**config.mk**
```make
export PLATFORM = sky130hd
export DESIGN_NAME = apb_master_arb
export DESIGN_NICKNAME = d
export VERILOG_FILES = /design/src/rtl/apb_master_arb.sv
export SDC_FILE = /design/constraint.sdc
export NUM_CORES = 1
export LEC_CHECK = 0
export ABC_AREA = 1
export CAP_MARGIN = 20
export CORE_MARGIN = 3
export CORE_UTILIZATION = 43
export DETAILED_ROUTE_END_ITERATION = 10
export PLACE_DENSITY = 0.85
export SYNTH_ARGS = -nofsm -noshare
export SYNTH_HDL_FRONTEND = slang
export SYNTH_SLANG_ARGS = --single-unit
```
**constraint.sdc**
```tcl
create_clock -name PCLK -period 3.1 [get_ports PCLK]
set_input_delay 0.62 -clock PCLK [delete_from_list [all_inputs] [get_ports PCLK]]
set_output_delay 0.62 -clock PCLK [all_outputs]
set_load 0.01 [all_outputs]
```
**src/rtl/apb_master_arb.sv**
```systemverilog
// apb_master_arb
// Two-requester APB master. Arbitrates two single-command requesters
// round-robin, runs the APB SETUP/ACCESS handshake with PREADY wait states
// and returns read data / error with a one-cycle completion pulse.
//
// Optional feature: define APB_ARB_TIMEOUT_EN to abort an ACCESS phase after
// TIMEOUT consecutive PREADY-low cycles. The abort completes with rsp_err=1
// and rsp_rdata=0. Without the macro, ACCESS waits for PREADY indefinitely.

module apb_master_arb #(
    parameter int ADDRW   = 32,
    parameter int DATAW   = 32,
    parameter int TIMEOUT = 16
) (
    input  logic             PCLK,
    input  logic             PRESETn,
    input  logic [1:0]       req,
    input  logic [ADDRW-1:0] req_addr0,
    input  logic [ADDRW-1:0] req_addr1,
    input  logic             req_write0,
    input  logic             req_write1,
    input  logic [DATAW-1:0] req_wdata0,
    input  logic [DATAW-1:0] req_wdata1,
    output logic [1:0]       done,
    output logic [DATAW-1:0] rsp_rdata,
    output logic             rsp_err,
    output logic [ADDRW-1:0] PADDR,
    output logic             PSEL,
    output logic             PENABLE,
    output logic             PWRITE,
    output logic [DATAW-1:0] PWDATA,
    input  logic             PREADY,
    input  logic [DATAW-1:0] PRDATA,
    input  logic             PSLVERR
);

    // A zero TIMEOUT would make the abort counter meaningless.
    if (TIMEOUT < 1) begin : g_timeout_range
        $error("apb_master_arb: TIMEOUT must be at least 1");
    end

    localparam logic [1:0] ST_IDLE   = 2'd0;
    localparam logic [1:0] ST_SETUP  = 2'd1;
    localparam logic [1:0] ST_ACCESS = 2'd2;
    localparam logic [1:0] ST_DONE   = 2'd3;

    logic [1:0]       state_r;
    logic [1:0]       state_s;
    logic             last_r;
    logic             last_s;
    logic             winner_r;
    logic             winner_s;
    logic             grant_s;
    logic [ADDRW-1:0] paddr_s;
    logic             psel_s;
    logic             penable_s;
    logic             pwrite_s;
    logic [DATAW-1:0] pwdata_s;
    logic [1:0]       done_s;
    logic [DATAW-1:0] rsp_rdata_s;
    logic             rsp_err_s;

`ifdef APB_ARB_TIMEOUT_EN
    localparam int              TMO_W    = $clog2(TIMEOUT + 1);
    localparam logic [TMO_W-1:0] TMO_LAST = TMO_W'(TIMEOUT - 1);
    localparam logic [TMO_W-1:0] TMO_ONE  = TMO_W'(1);

    logic [TMO_W-1:0] tmo_cnt_r;
    logic [TMO_W-1:0] tmo_cnt_s;
`endif

    // Round-robin pick: a lone requester wins, a tie goes to the one that was not granted last.
    always_comb begin
        grant_s = 1'b0;
        if (req[0] && req[1]) begin
            grant_s = ~last_r;
        end else if (req[1]) begin
            grant_s = 1'b1;
        end else begin
            grant_s = 1'b0;
        end
    end

    // Next-state and next-output computation for the transfer sequencer.
    always_comb begin
        state_s     = state_r;
        last_s      = last_r;
        winner_s    = winner_r;
        paddr_s     = PADDR;
        psel_s      = PSEL;
        penable_s   = PENABLE;
        pwrite_s    = PWRITE;
        pwdata_s    = PWDATA;
        done_s      = 2'b00;
        rsp_rdata_s = rsp_rdata;
        rsp_err_s   = rsp_err;
`ifdef APB_ARB_TIMEOUT_EN
        tmo_cnt_s   = tmo_cnt_r;
`endif
        case (state_r)
            ST_IDLE: begin
                if (req != 2'b00) begin
                    state_s   = ST_SETUP;
                    winner_s  = grant_s;
                    last_s    = grant_s;
                    psel_s    = 1'b1;
                    penable_s = 1'b0;
`ifdef APB_ARB_TIMEOUT_EN
                    tmo_cnt_s = {TMO_W{1'b0}};
`endif
                    if (grant_s) begin
                        paddr_s  = req_addr1;
                        pwrite_s = req_write1;
                        pwdata_s = req_wdata1;
                    end else begin
                        paddr_s  = req_addr0;
                        pwrite_s = req_write0;
                        pwdata_s = req_wdata0;
                    end
                end else begin
                    state_s = ST_IDLE;
                end
            end
            ST_SETUP: begin
                state_s   = ST_ACCESS;
                psel_s    = 1'b1;
                penable_s = 1'b1;
            end
            ST_ACCESS: begin
                if (PREADY) begin
                    state_s     = ST_DONE;
                    psel_s      = 1'b0;
                    penable_s   = 1'b0;
                    done_s      = winner_r ? 2'b10 : 2'b01;
                    rsp_err_s   = PSLVERR;
                    if (PWRITE) begin
                        rsp_rdata_s = {DATAW{1'b0}};
                    end else begin
                        rsp_rdata_s = PRDATA;
                    end
                end else begin
`ifdef APB_ARB_TIMEOUT_EN
                    // PREADY has priority, so the limit only matters when the slave is still stalling.
                    if (tmo_cnt_r == TMO_LAST) begin
                        state_s     = ST_DONE;
                        psel_s      = 1'b0;
                        penable_s   = 1'b0;
                        done_s      = winner_r ? 2'b10 : 2'b01;
                        rsp_err_s   = 1'b1;
                        rsp_rdata_s = {DATAW{1'b0}};
                    end else begin
                        state_s   = ST_ACCESS;
                        tmo_cnt_s = tmo_cnt_r + TMO_ONE;
                    end
`else
                    state_s = ST_ACCESS;
`endif
                end
            end
            ST_DONE: begin
                state_s = ST_IDLE;
                done_s  = 2'b00;
            end
            default: begin
                state_s   = ST_IDLE;
                psel_s    = 1'b0;
                penable_s = 1'b0;
                done_s    = 2'b00;
            end
        endcase
    end

    // State and registered bus/response outputs; reset aborts any transfer immediately.
    always_ff @(posedge PCLK or negedge PRESETn) begin
        if (!PRESETn) begin
            state_r   <= ST_IDLE;
            last_r    <= 1'b1;
            winner_r  <= 1'b0;
            PADDR     <= {ADDRW{1'b0}};
            PSEL      <= 1'b0;
            PENABLE   <= 1'b0;
            PWRITE    <= 1'b0;
            PWDATA    <= {DATAW{1'b0}};
            done      <= 2'b00;
            rsp_rdata <= {DATAW{1'b0}};
            rsp_err   <= 1'b0;
        end else begin
            state_r   <= state_s;
            last_r    <= last_s;
            winner_r  <= winner_s;
            PADDR     <= paddr_s;
            PSEL      <= psel_s;
            PENABLE   <= penable_s;
            PWRITE    <= pwrite_s;
            PWDATA    <= pwdata_s;
            done      <= done_s;
            rsp_rdata <= rsp_rdata_s;
            rsp_err   <= rsp_err_s;
        end
    end

`ifdef APB_ARB_TIMEOUT_EN
    // Consecutive PREADY-low ACCESS cycles of the current transfer.
    always_ff @(posedge PCLK or negedge PRESETn) begin
        if (!PRESETn) begin
            tmo_cnt_r <= {TMO_W{1'b0}};
        end else begin
            tmo_cnt_r <= tmo_cnt_s;
        end
    end
`endif

endmodule
```
# == Yosys cells after proc, flatten, opt, wreduce, memory -nomap -nowiden ==
# Index checks and enable logic that the tools add are counted.
# op_classes
eq_ne,5
mux,17
bitwise_logic,1
n_reduce_logical,7
# ops
cell,n
$mux 32,3
$mux 1,8
$pmux 2 s4,1
$mux 2,3
$pmux 1 s3,2
$eq 2x2->1 const B,2
$ne 2x2->1 const B,2
$reduce_and 2->1,2
$reduce_and 3->1,1
$reduce_bool 3->1,1
$eq 2x1->1 const B,1
$logic_not 2->1,1
$reduce_bool 2->1,1
$logic_and 1x1->1,1
$not 1->1,1
# word_totals
regBits,106
input_bits,168
output_inout_bits,102
word_cells,41

# == Logic depth before layout (Yosys ltp) ==
# logic_depth
depth_word,3
mapped_depth,8
depth_no_buf,8

# == Worst setup path before layout ==
# Ideal clock, no wire load.
# synth_timing
path_kind,input-to-reg
start,in req[1]
end,reg PADDR[0]
setup_time_ps,116
arrival_time_ps,1388
t_required_ps,2984
path_slack_ps,1595
stages,7
n_path_buf,3
path_cell_list,buf_4 -> o21ai_4 -> inv_2 -> buf_2 -> buf_6 -> nand2_1 -> nand2_1
# synth_via
elab_chain_len,3
elab_cells_between_ends,6
classes_between,mux: 3; reduce/logical: 3
# synth_rtl
element,line_no,source
"start, declared",17,"input logic [1:0] req,"
$mux 1 / $logic_and 1x1->1 (equally long branches),"77, 75",
$mux 1,75,if (req[0] && req[1]) begin
$mux 32,111,if (grant_s) begin
"end signal, assigned",179,PADDR <= {ADDRW{1'b0}};
"end signal, assigned",191,PADDR <= paddr_s;
"end, declared",27,"output logic [ADDRW-1:0] PADDR,"
# Several ways; a longest one is shown, not always the timed one.
# A chain may end at the register's enable or synchronous reset.

# == Final worst setup path ==
# layout_timing
start,in req[0]
end,reg PSEL
# layout_via
elab_chain_len,3
# layout_rtl
element,line_no,source
$reduce_bool 2->1,102,if (req != 2'b00) begin
$ne 2x2->1 (no line),--,
$reduce_and 3->1 (no line),--,
"end signal, assigned",192,PSEL <= psel_s;
"end, declared",28,"output logic PSEL,"
# Every way passes these cells.

==> results.sh <==
export IMPL_status="finished clean"
export IMPL_wire_per_inst_um=14.67
export IMPL_grt_pass1_vias=5046
export IMPL_period_minus_slack_ps=2013
export IMPL_drive_gt1_share_pct=3.664
export IMPL_place_ws_ps=693.0
export IMPL_clk_pin_slew_ps=70
export IMPL_slew_viol_final=0
export IMPL_pwr_share_seq_pct=34.4
export IMPL_clk_path_buf_depth=2
export IMPL_cts_max_level=3
export IMPL_required_ps=3380
export IMPL_max_cap_viol_count=0
export IMPL_ys_types=18
export IMPL_grt_max_degree=68
export IMPL_antenna_found_initial=0
export IMPL_p_int_uw=4303
export IMPL_grt_pass1_wl_mm=24.87
export IMPL_tns_ps=0
export IMPL_crit_cells=7
export IMPL_syn_num_nets=852
export IMPL_crit_top_cell="nand2_1"
export IMPL_cts_root_buf="clkbuf_16"
export IMPL_fin_crit_sh_pct=64.92
export IMPL_path_cells="clkdlybuf4s50_1 > o21ai_4 > buf_4 > nand2_1 > nand2_1 > nand2_1 > nand2_1"
export IMPL_cts_tree="done"
export IMPL_synth_warnings=0
export IMPL_pin_count=270
export IMPL_overflow=0
export IMPL_die_height_um=114.9
export IMPL_power_frac_comb_pct=49.0
export IMPL_syn_avg_cell_area_um2=7.516
export IMPL_crit_buf_inv=2
export IMPL_yosys_register_bits=106
export IMPL_setup_viol=0
export IMPL_critPathMaxStageDelay_ps=560
export IMPL_vias_per_cell=4.895
export IMPL_critPathTopFamily="buffers and inverters"
export IMPL_fin_cells=1071
export IMPL_fin_area_um2=8092
export IMPL_p_clk_share_pct=16.7
export IMPL_core_um2=11520
export IMPL_dpl_cell_area_um2=7797
export IMPL_drc=0
export IMPL_first_iter_violations=285
export IMPL_drt_wl_total_mm=15.71
export IMPL_dr_pass1_iters=5
export IMPL_vias=5243
export IMPL_power_switching_uw=2511
export IMPL_hold_class="in2async"
export IMPL_hpwl_mm=11.34
export IMPL_ant_nets=0
export IMPL_worst_pin_slew_ps=937.8
export IMPL_ctsHoldBuffers=0
export IMPL_gp_congestion=0.8097
export IMPL_grtUsageMet2_pct=40.78
export IMPL_critical_path_peak_fanout=67
export IMPL_nFillCells=967
export IMPL_hold_violations=0
export IMPL_gr_usage_met3_pct=6.947
export IMPL_cts_made_buffers=9
export IMPL_multi_input_area_um2=2135
export IMPL_cts_resized=0
export IMPL_leakage_uw=0.004031
export IMPL_cts_sinks=106
export IMPL_port_buffer_count=269
export IMPL_die_area_um2=13210
export IMPL_grt_usage_pct=23.49
export IMPL_syn_area_um2=5104
export IMPL_critical_path_arrival_ps=2290
export IMPL_busiest_layer="met2"
export IMPL_grt_use_met1_pct=27.75
export IMPL_die_w_um=114.9
export IMPL_peakVddDrop_v=0.0004659
export IMPL_crit_path_top_delay_cell="buf_4"
export IMPL_fin_ws_ps=1087
export IMPL_synthToLayoutAreaGrowth_pct=58.54
export IMPL_core_rowCount=39
export IMPL_max_freq_mhz=496.9
export IMPL_syn_inst=679
export IMPL_regArea_um2=2654
export IMPL_ys_seq_area_share_pct=52.00
export IMPL_clock_latency_ps=340
export IMPL_switching_share_pct=36.85
export IMPL_start_kind="input port"
export IMPL_path_class="in2reg"
export IMPL_start_util_pct=44.32
export IMPL_max_slew_margin_pct=37.41
export IMPL_dp_cells=1056
export IMPL_endpoint_kind="flop"
export IMPL_nets=1097
export IMPL_powerDensity_nw_per_um2=842.1
export IMPL_rsz0062_at_grt="false"
export IMPL_antenna_cells=0
export IMPL_reg2reg_depth=8
export IMPL_finClkSkew_ps=4.630
export IMPL_cts_setup_buffers=0
[cells in the final DEF (no fill, tap or decap)]
cell type | synthesis | layout
nand3_1 | 68 | 68
dfrtp_1 | 105 | 105
inv_1 | 9 | 9
nand2_1 | 405 | 402
inv_2 | 1 | 1
clkdlybuf4s50_1 | 0 | 267
buf_12 | 0 | 2
clkbuf_16 | 0 | 9
clkinvlp_4 | 0 | 2
clkinv_2 | 0 | 2
a21oi_1 | 1 | 1
nor2_1 | 2 | 2
o21ai_4 | 1 | 1
ha_1 | 5 | 5
nor3_1 | 2 | 2
bufinv_16 | 0 | 1
nand2_2 | 0 | 3
buf_2 | 15 | 1
o21ai_1 | 1 | 1
clkbuf_8 | 0 | 1
buf_4 | 5 | 10
dfstp_2 | 1 | 1
o21ai_0 | 32 | 32
[routing by layer]
layer | share of wire (%) | wire [um] | vias up
met5 | 0 | 0 | -
met4 | 1.7 | 269 | 0
met3 | 8.5 | 1339 | 20
met2 | 50 | 7869 | 207
met1 | 40 | 6231 | 2426
li1 | - | - | 2590
[state kept, by name, summed over array words and instances (netlist names)]
register,cells
rsp_rdata,32
PWDATA,32
PWRITE,1
PSEL,1
rsp_err,1
done,2
state_r,2
PADDR,32
winner_r,1
last_r,1
PENABLE,1
[final cells by class]
class                      instances  area share, %
timing repair buffer             280          34.51
sequential                       106          32.80
multi-input combinational        517          26.38
clock buffer                      10          2.953
tap                              143          2.211
clock inverter                     5         0.6804
inverter                          10         0.4639
[path summary, 6_finish.rpt]
kind                                             endpoint            startpoint  slack [ps]
worst max-delay path                     PSEL$_DFFE_PN0P_                req[0]        1090
worst min-delay path            rsp_rdata[14]$_DFFE_PN0P_               PRESETn         240
worst max register to register           PSEL$_DFFE_PN0P_  state_r[0]$_DFF_PN0_        1240
worst min register to register          done[0]$_DFF_PN0_  winner_r$_DFFE_PN0P_         440
max in group asynchronous          PWDATA[10]$_DFFE_PN0P_               PRESETn        2120
min in group PCLK                       done[0]$_DFF_PN0_  winner_r$_DFFE_PN0P_         440
[power groups by stage]
stage          Clock [uW]  Combinational, uW  Sequential [uW]
2_1_floorplan           0               1370             2610
3_3_place_gp            0               3310             2340
3_5_place_dp            0               3380             2350
4_1_cts              1160               3390             2350
5_1_grt              1220               3710             2420
6_report             1140               3340             2340
[synthesized netlist by cell type (all sizes together)]
| library cell | count | area share [%] |
|---|---|---|
| dfstp | 1 | 0.51 |
| nor2 | 2 | 0.15 |
| dfrtp | 105 | 51 |
| nor3 | 2 | 0.20 |
| clkbuf | 15 | 1.1 |
| nand3 | 68 | 6.7 |
| ha | 5 | 1.2 |
| o21ai | 34 | 3.6 |
| buf | 31 | 4.5 |
| nand2 | 405 | 30 |
| a21oi | 1 | 0.098 |
| inv | 10 | 0.74 |
[cells by family after synthesis]
family,Yosys count,share of synthesized area [%]
AOI/OAI and AO/OA,35,3.653
and+or+nand+nor,477,36.80
buffers and inverters,56,6.325
adders and majority gates,5,1.226
DFF,106,52.00
[per-stage QoR]
stage                     total power (uW)  utilization [%]  hold WS (ps)
after detailed placement              5735            67.71         426.4
final                                 6814            70.26         241.1
after CTS                             6903            70.26         249.7
after floorplan                       3973                -         324.4
after global placement                5651            67.71         414.5
after global routing                  7352            70.26         274.6
Power figures use the tool's default switching activity.
